<file path="config.mk">
export PLATFORM = sky130hd
export DESIGN_NAME = qspi_mem_ctrl
export DESIGN_NICKNAME = d
export VERILOG_FILES = /design/src/rtl/qspi_mem_ctrl_pkg.sv /design/src/rtl/qspi_mem_ctrl_shift_reg.sv /design/src/rtl/qspi_mem_ctrl.sv
export SDC_FILE = /design/constraint.sdc
export NUM_CORES = 1
export LEC_CHECK = 0
export ABC_AREA = 1
export ABC_CLOCK_PERIOD_IN_PS = 4000
export BUFFER_PORTS_ARGS = -buffer_cell sky130_fd_sc_hd__buf_2
export CORE_MARGIN = 1.5
export CORE_UTILIZATION = 63
export DETAILED_ROUTE_END_ITERATION = 6
export PLACE_DENSITY = 0.95
export SLEW_MARGIN = 20
export SYNTH_ARGS = -nofsm -noshare
export SYNTH_HDL_FRONTEND = slang
export SYNTH_SLANG_ARGS = --single-unit
</file>
<file path="constraint.sdc">
create_clock -name clock -period 4 [get_ports clock]
set_input_delay 0.4 -clock clock [delete_from_list [all_inputs] [get_ports clock]]
set_output_delay 0.4 -clock clock [all_outputs]
set_load 0.05 [all_outputs]
</file>
<file path="src/rtl/qspi_mem_ctrl_pkg.sv">
// Shared definitions for the QSPI memory controller: opcodes, target encoding,
// sequencer states and fixed transaction lengths.
package qspi_mem_ctrl_pkg;

  localparam logic [7:0] QSPI_CMD_READ  = 8'hEB;
  localparam logic [7:0] QSPI_CMD_WRITE = 8'h38;

  localparam logic TGT_FLASH = 1'b0;
  localparam logic TGT_RAM_A = 1'b1;

  // SCK cycles per phase of a transaction (dummy length is per-target parameter)
  localparam int CMD_SCK  = 8;
  localparam int ADDR_SCK = 6;
  localparam int DATA_SCK = 2;

  // SCK cycle counter width; bounds the largest supported dummy count
  localparam int CNT_W = 8;

  typedef enum logic [2:0] {
    ST_IDLE,
    ST_CMD,
    ST_ADDR,
    ST_DUMMY,
    ST_RDATA,
    ST_WDATA,
    ST_DONE
  } qspi_state_e;

endpackage

</file>
<file path="src/rtl/qspi_mem_ctrl_shift_reg.sv">
// 32-bit serialiser/deserialiser. Shifts left by 1 (single-IO command) or
// 4 (quad address/data) bits per SCK; quad shifts pull in a nibble at the LSB.
module qspi_shift_reg (
  input  logic        clock,
  input  logic        reset,
  input  logic        load_i,
  input  logic [31:0] load_val_i,
  input  logic        shift_i,
  input  logic        quad_i,
  input  logic [3:0]  nib_i,
  output logic [3:0]  out_nib_o,
  output logic [3:0]  in_nib_o
);

  logic [31:0] sr_q;

  // Load has priority over shift; single-IO shifts fill with zero
  always_ff @(posedge clock or posedge reset) begin
    if (reset)        sr_q <= '0;
    else if (load_i)  sr_q <= load_val_i;
    else if (shift_i) sr_q <= quad_i ? {sr_q[27:0], nib_i} : {sr_q[30:0], 1'b0};
  end

  assign out_nib_o = sr_q[31:28];
  assign in_nib_o  = sr_q[3:0];

endmodule

</file>
<file path="src/rtl/qspi_mem_ctrl.sv">
// QSPI master: turns single-byte CPU requests into command/address/dummy/data
// transactions to the flash or RAM A. SCK runs at clock/2; ph0 drives, ph1
// raises SCK, and input data is captured on the edge that ends ph1.
module qspi_mem_ctrl
  import qspi_mem_ctrl_pkg::*;
#(
  parameter int ADDRESS_WIDTH  = 16,
  parameter int DATA_BUS_WIDTH = 8,
  parameter int FLASH_DUMMY    = 6,
  parameter int RAM_DUMMY      = 6
) (
  input  logic                      clock,
  input  logic                      reset,
  input  logic                      req_valid,
  output logic                      req_ready,
  input  logic                      req_write,
  input  logic                      req_target,
  input  logic [ADDRESS_WIDTH-1:0]  req_addr,
  input  logic [DATA_BUS_WIDTH-1:0] req_wdata,
  output logic                      resp_valid,
  output logic [DATA_BUS_WIDTH-1:0] resp_rdata,
  output logic                      resp_err,
  input  logic [3:0]                spi_data_in,
  output logic [3:0]                spi_data_out,
  output logic [3:0]                spi_data_oe,
  output logic                      spi_clk_out,
  output logic                      spi_flash_select,
  output logic                      spi_ram_a_select
);

  qspi_state_e               state_q;
  logic                      phase_q;
  logic [CNT_W-1:0]          cnt_q;
  logic                      write_q;
  logic                      target_q;
  logic [DATA_BUS_WIDTH-1:0] wdata_q;
  logic                      req_ready_q, resp_valid_q, resp_err_q;
  logic [DATA_BUS_WIDTH-1:0] resp_rdata_q;
  logic [3:0]                sio_q, oe_q;
  logic                      sck_q, flash_cs_n_q, ram_cs_n_q;

  logic                      accept;
  logic [7:0]                cmd_op;
  logic [CNT_W-1:0]          dmy_m1;
  logic                      dmy_zero;
  logic                      last_sck;

  logic                      sr_load, sr_shift, sr_quad;
  logic [31:0]               sr_load_val;
  logic [3:0]                sr_nib, sr_out_nib, sr_in_nib;

  assign accept   = req_valid && req_ready_q;
  assign cmd_op   = req_write ? QSPI_CMD_WRITE : QSPI_CMD_READ;
  assign last_sck = phase_q && (cnt_q == '0);

  // Dummy length follows the captured target
  always_comb begin
    dmy_m1   = (target_q == TGT_RAM_A) ? CNT_W'(RAM_DUMMY - 1) : CNT_W'(FLASH_DUMMY - 1);
    dmy_zero = (target_q == TGT_RAM_A) ? (RAM_DUMMY == 0) : (FLASH_DUMMY == 0);
  end

  // Shift register control: outgoing bits shift on ph1 entry so the next
  // ph0 entry can register them; read nibbles shift in on the edge ending ph1
  always_comb begin
    sr_load     = 1'b0;
    sr_load_val = '0;
    sr_shift    = 1'b0;
    sr_quad     = 1'b0;
    sr_nib      = '0;
    unique case (state_q)
      ST_IDLE: begin
        sr_load     = accept;
        sr_load_val = {cmd_op, 24'(req_addr)};
      end
      ST_CMD:   sr_shift = !phase_q;
      ST_ADDR: begin
        sr_quad = 1'b1;
        if (last_sck && write_q) begin
          sr_load     = 1'b1;
          sr_load_val = {wdata_q, 24'h0};
        end else begin
          sr_shift = !phase_q;
        end
      end
      ST_WDATA: begin
        sr_quad  = 1'b1;
        sr_shift = !phase_q;
      end
      ST_RDATA: begin
        sr_quad  = 1'b1;
        sr_shift = phase_q;
        sr_nib   = spi_data_in;
      end
      default: ;
    endcase
  end

  qspi_shift_reg u_sr (
    .clock      (clock),
    .reset      (reset),
    .load_i     (sr_load),
    .load_val_i (sr_load_val),
    .shift_i    (sr_shift),
    .quad_i     (sr_quad),
    .nib_i      (sr_nib),
    .out_nib_o  (sr_out_nib),
    .in_nib_o   (sr_in_nib)
  );

  // Sequencer: accepts requests, walks the transaction and drives all registered outputs
  always_ff @(posedge clock or posedge reset) begin
    if (reset) begin
      state_q      <= ST_IDLE;
      phase_q      <= 1'b0;
      cnt_q        <= '0;
      write_q      <= 1'b0;
      target_q     <= TGT_FLASH;
      wdata_q      <= '0;
      req_ready_q  <= 1'b1;
      resp_valid_q <= 1'b0;
      resp_err_q   <= 1'b0;
      resp_rdata_q <= '0;
      sio_q        <= '0;
      oe_q         <= '0;
      sck_q        <= 1'b0;
      flash_cs_n_q <= 1'b1;
      ram_cs_n_q   <= 1'b1;
    end else begin
      resp_valid_q <= 1'b0;
      unique case (state_q)
        ST_IDLE: begin
          if (accept) begin
            write_q     <= req_write;
            target_q    <= req_target;
            wdata_q     <= req_wdata;
            req_ready_q <= 1'b0;
            phase_q     <= 1'b0;
            if (req_write && (req_target == TGT_FLASH)) begin
              // Flash is read-only: reject without touching the bus
              state_q      <= ST_DONE;
              resp_valid_q <= 1'b1;
              resp_err_q   <= 1'b1;
            end else begin
              state_q      <= ST_CMD;
              cnt_q        <= CNT_W'(CMD_SCK - 1);
              resp_err_q   <= 1'b0;
              flash_cs_n_q <= (req_target != TGT_FLASH);
              ram_cs_n_q   <= (req_target != TGT_RAM_A);
              sio_q        <= {3'b000, cmd_op[7]};
              oe_q         <= 4'b0001;
            end
          end
        end
        ST_DONE: begin
          state_q     <= ST_IDLE;
          req_ready_q <= 1'b1;
        end
        default: begin
          if (!phase_q) begin
            phase_q <= 1'b1;
            sck_q   <= 1'b1;
          end else begin
            phase_q <= 1'b0;
            sck_q   <= 1'b0;
            if (cnt_q != '0) begin
              cnt_q <= cnt_q - 1'b1;
              unique case (state_q)
                ST_CMD:            sio_q <= {3'b000, sr_out_nib[3]};
                ST_ADDR, ST_WDATA: sio_q <= sr_out_nib;
                default:           sio_q <= '0;
              endcase
            end else begin
              case (state_q)
                ST_CMD: begin
                  state_q <= ST_ADDR;
                  cnt_q   <= CNT_W'(ADDR_SCK - 1);
                  sio_q   <= sr_out_nib;
                  oe_q    <= 4'b1111;
                end
                ST_ADDR: begin
                  if (write_q) begin
                    state_q <= ST_WDATA;
                    cnt_q   <= CNT_W'(DATA_SCK - 1);
                    sio_q   <= wdata_q[7:4];
                    oe_q    <= 4'b1111;
                  end else begin
                    sio_q <= '0;
                    oe_q  <= '0;
                    if (dmy_zero) begin
                      state_q <= ST_RDATA;
                      cnt_q   <= CNT_W'(DATA_SCK - 1);
                    end else begin
                      state_q <= ST_DUMMY;
                      cnt_q   <= dmy_m1;
                    end
                  end
                end
                ST_DUMMY: begin
                  state_q <= ST_RDATA;
                  cnt_q   <= CNT_W'(DATA_SCK - 1);
                end
                default: begin
                  // End of data phase: release the bus and respond
                  state_q      <= ST_DONE;
                  resp_valid_q <= 1'b1;
                  flash_cs_n_q <= 1'b1;
                  ram_cs_n_q   <= 1'b1;
                  sio_q        <= '0;
                  oe_q         <= '0;
                  if (state_q == ST_RDATA) resp_rdata_q <= {sr_in_nib, spi_data_in};
                end
              endcase
            end
          end
        end
      endcase
    end
  end

  assign req_ready        = req_ready_q;
  assign resp_valid       = resp_valid_q;
  assign resp_rdata       = resp_rdata_q;
  assign resp_err         = resp_err_q;
  assign spi_data_out     = sio_q;
  assign spi_data_oe      = oe_q;
  assign spi_clk_out      = sck_q;
  assign spi_flash_select = flash_cs_n_q;
  assign spi_ram_a_select = ram_cs_n_q;

endmodule

</file>
==> flow_metrics.py <==
metrics = {
    "timing": {
        "setup_viol": 0,
        "rsz0062_at_grt": "false",
        "finalSetupTns_ns": 0,
        "fmax_mhz": 358.7,
        "fin_hold_ws_ns": 0.1771,
        "fin_crit_ns": 2.788,
        "worst_slack_ns": 1.212,
        "hold_viol_final": 0,
        "finalCritPeriodShare": 0.6970,
        "tightest_slew_ns": 0.8648,
        "maxSlewHeadroom": 0.4235,
        "clock_skew_ns": 0.006317,
        "final_max_slew_viol_count": 0,
    },
    "global_routing": {
        "grtUsageTotal": 0.2993,
        "grt_pass1_wl_um": 17170,
        "grt_antenna_before_repair": 0,
        "grt_pass1_vias": 3677,
        "grt-ovfl-total": 0,
        "grt_max_degree": 51,
    },
    "route": {
        "post_drt_wl_per_cell_um": 14.21,
        "ant_nets": 0,
        "vias_per_cell": 5.646,
        "dr.pass1.iters": 5,
        "routed_wl_um": 10290,
        "drc": 0,
        "dr.first_iter.drc_count": 513,
        "vias": 4088,
    },
    "synth": {
        "synth-seq-cells": 73,
        "yosysWarnings": 0,
        "synth_cells": 600,
        "synth-seq-area-share": 0.4378,
        "avgSynthCellArea_sq_um": 6.969,
        "synth_area_sq_um": 4182,
        "synth_top_area_share": 0.4189,
        "synthesis.nets": 634,
        "yosysTopAreaCell": "dfrtp_1",
        "synthTopCellsByArea": "dfrtp_1, nand2_1, nand3_1, inv_1, nand4_1",
        "synth.distinct_cells": 30,
    },
    "clock_tree": {
        "clockRootBuffer": "clkbuf_8",
        "cts_setup_buffers": 0,
        "cts_resized": 0,
        "htree_levels": 3,
        "cts_buffers": 9,
        "path_clk_slew_ns": 0.08,
        "cts.path.max_buffers": 2,
        "clk_latency_ns": 0.35,
        "clkSinkCount": 73,
        "cts_tree": "yes",
        "hold_buffers": 0,
    },
    "finish": {
        "antennaDiodeCount": 0,
        "fillers": 487,
        "area_delta_synth_final_pct": 11.10,
        "layout-drive-gt1-share": 0.1669,
        "layout.cells.non_filler": 724,
        "nets": 676,
        "multi_input_area_sq_um": 2018,
        "seqCellArea_sq_um": 1831,
    },
    "floorplanning": {
        "die-area_sq_um": 7135,
        "die_w_um": 84.47,
        "initial_core_util": 0.6548,
        "die_h_um": 84.47,
        "placementRows": 29,
        "coreArea_sq_um": 6386,
        "pin_count": 55,
    },
    "power": {
        "cellPowerDensity_nw_per_um2": 925.3,
        "power.internal_mw": 2.031,
        "switching_share": 0.5275,
        "power_leakage_nw": 2.552,
        "switchingPower_mw": 2.268,
        "seq_power_share": 0.299,
        "comb_power_share": 0.550,
        "vdd_drop_max_mv": 0.5068,
        "clock_power_share": 0.151,
    },
    "critical_path": {
        "cp.arrival_ns": 3.02,
        "path_class": "flop to flop",
        "crit_required_ns": 4.23,
        "endpoint_kind": "flop",
        "cp_max_fo": 22,
        "critPathLaunchType": "flop",
    },
    "placement": {
        "portBuffers": 54,
        "placedCellCount": 708,
        "hpwl_um": 6994,
        "post-place-ws_ns": 1.345,
        "place.gp.congestion": 0.9680,
    },
    "run": {
        "cap_violations": 0,
    },
    "run_status": {
        "status": "complete, no violations",
    },
    "hold_path": {
        "hold_class": "input pin to asynchronous set/reset pin",
    },
}
## cells by family (layout without fill, tap and decap cells)
kind of cell | after synthesis | after routing | share of synthesized area
buffers and inverters | 75 | 122 | 0.08079
xor gates and xnor gates | 1 | 1 | 0.002095
adders and majority gates | 1 | 1 | 0.002992
AOI/OAI and AO/OA | 53 | 53 | 0.07212
DFF | 73 | 73 | 0.4378
and+or+nand+nor | 397 | 397 | 0.4042
## flip-flops by register name (all words and copies together), names as in the netlist
name and flops:
spi_data_out 4, write_q 1, spi_flash_select 1, resp_rdata 8
resp_err 1, spi_data_oe 2, resp_valid 1, phase_q 1
u_sr.sr_q 32, spi_clk_out 1, state_q 3, spi_ram_a_select 1
wdata_q 8, cnt_q 8, req_ready 1
## power groups by stage
| stage | Clock (mW) | Sequential [mW] | Combinational [mW] |
|---|---|---|---|
| after floorplan | 0 | 1.50 | 1.69 |
| final | 0.647 | 1.29 | 2.36 |
| after global routing | 0.680 | 1.32 | 2.62 |
| after global placement | 0 | 1.27 | 2.22 |
| after CTS | 0.646 | 1.27 | 2.33 |
| after detailed placement | 0 | 1.28 | 2.30 |
## final cells by class
type                       instances  area share
multi-input combinational        452      0.4344
sequential                        73      0.3940
timing repair buffer              57     0.06302
inverter                          49     0.04040
clock buffer                      10     0.02747
tap                               77     0.02074
clock inverter                     6     0.01993
## critical path: stages, from the launching register on
cell and delay (ns):
dfrtp_1 0.39, inv_1 0.10, ha_1 0.24, nand2_1 0.11, nor2_4 0.40, nand3_2 0.50
nand3_2 0.52, inv_2 0.22, nand2_1 0.12, nand2_1 0.07
## layout by cell type, fill, tap and decap left out
cell type,n
nor2_1,30
nand3_2,3
o22ai_1,3
a21oi_2,1
o21ai_1,20
xor2_1,1
clkbuf_1,1
nand2_4,1
clkinv_2,1
buf_2,54
dfrtp_1,70
inv_2,9
clkbuf_8,9
o31ai_1,1
nand4_1,20
inv_4,1
ha_1,1
inv_1,38
nor2_8,1
nor2_2,2
a21oi_1,2
o21bai_1,3
nand3_1,47
o21ai_0,18
clkinv_4,2
nand2_2,6
nand2_1,281
o21ai_2,5
buf_4,3
bufinv_16,2
nand3b_1,3
clkinvlp_4,2
dfstp_2,3
nor2_4,3
## cells in the mapped netlist
master / instances
a21oi_1: 2
a21oi_2: 1
buf_2: 13
buf_4: 6
buf_6: 2
clkbuf_1: 5
dfrtp_1: 70
dfstp_2: 3
ha_1: 1
inv_1: 39
inv_2: 9
inv_4: 1
nand2_1: 281
nand2_2: 6
nand2_4: 1
nand3_1: 48
nand3_2: 2
nand3b_1: 3
nand4_1: 20
nor2_1: 30
nor2_2: 2
nor2_4: 3
nor2_8: 1
o21ai_0: 18
o21ai_1: 20
o21ai_2: 5
o21bai_1: 3
o22ai_1: 3
o31ai_1: 1
xor2_1: 1
## per-stage QoR
stage	instance area, sq um	utilization	power, mW
after floorplan	4182	-	3.194
after global placement	4419	0.6920	3.491
after detailed placement	4419	0.6920	3.588
after CTS	4639	0.7265	4.247
after global routing	4646	0.7275	4.617
final	4646	0.7275	4.299
## worst paths after layout
path | startpoint | end | depth (start not counted) | slack (ns)
worst max-delay path | cnt_q[0] | u_sr.sr_q[15] | 9 | 1.21
worst min-delay path | reset | spi_clk_out | 2 | 0.18
worst max register to register | cnt_q[0] | u_sr.sr_q[15] | 9 | 1.21
worst min register to register | resp_err | resp_err | 2 | 0.47
max in group asynchronous | reset | u_sr.sr_q[18] | 3 | 3.02
min in group clock | req_wdata[4] | wdata_q[4] | 3 | 0.24
## metal layers
metal | share of wire | GRT usage | vias to the layer above
met2 | 0.45 | 0.4553 | 259
met3 | 0.099 | 0.04916 | 24
met1 | 0.43 | 0.4342 | 1821
met4 | 0.018 | 0.1173 | 0
met5 | 0 | 0 | -
li1 | - | - | 1984
Power figures use the tool's default switching activity.
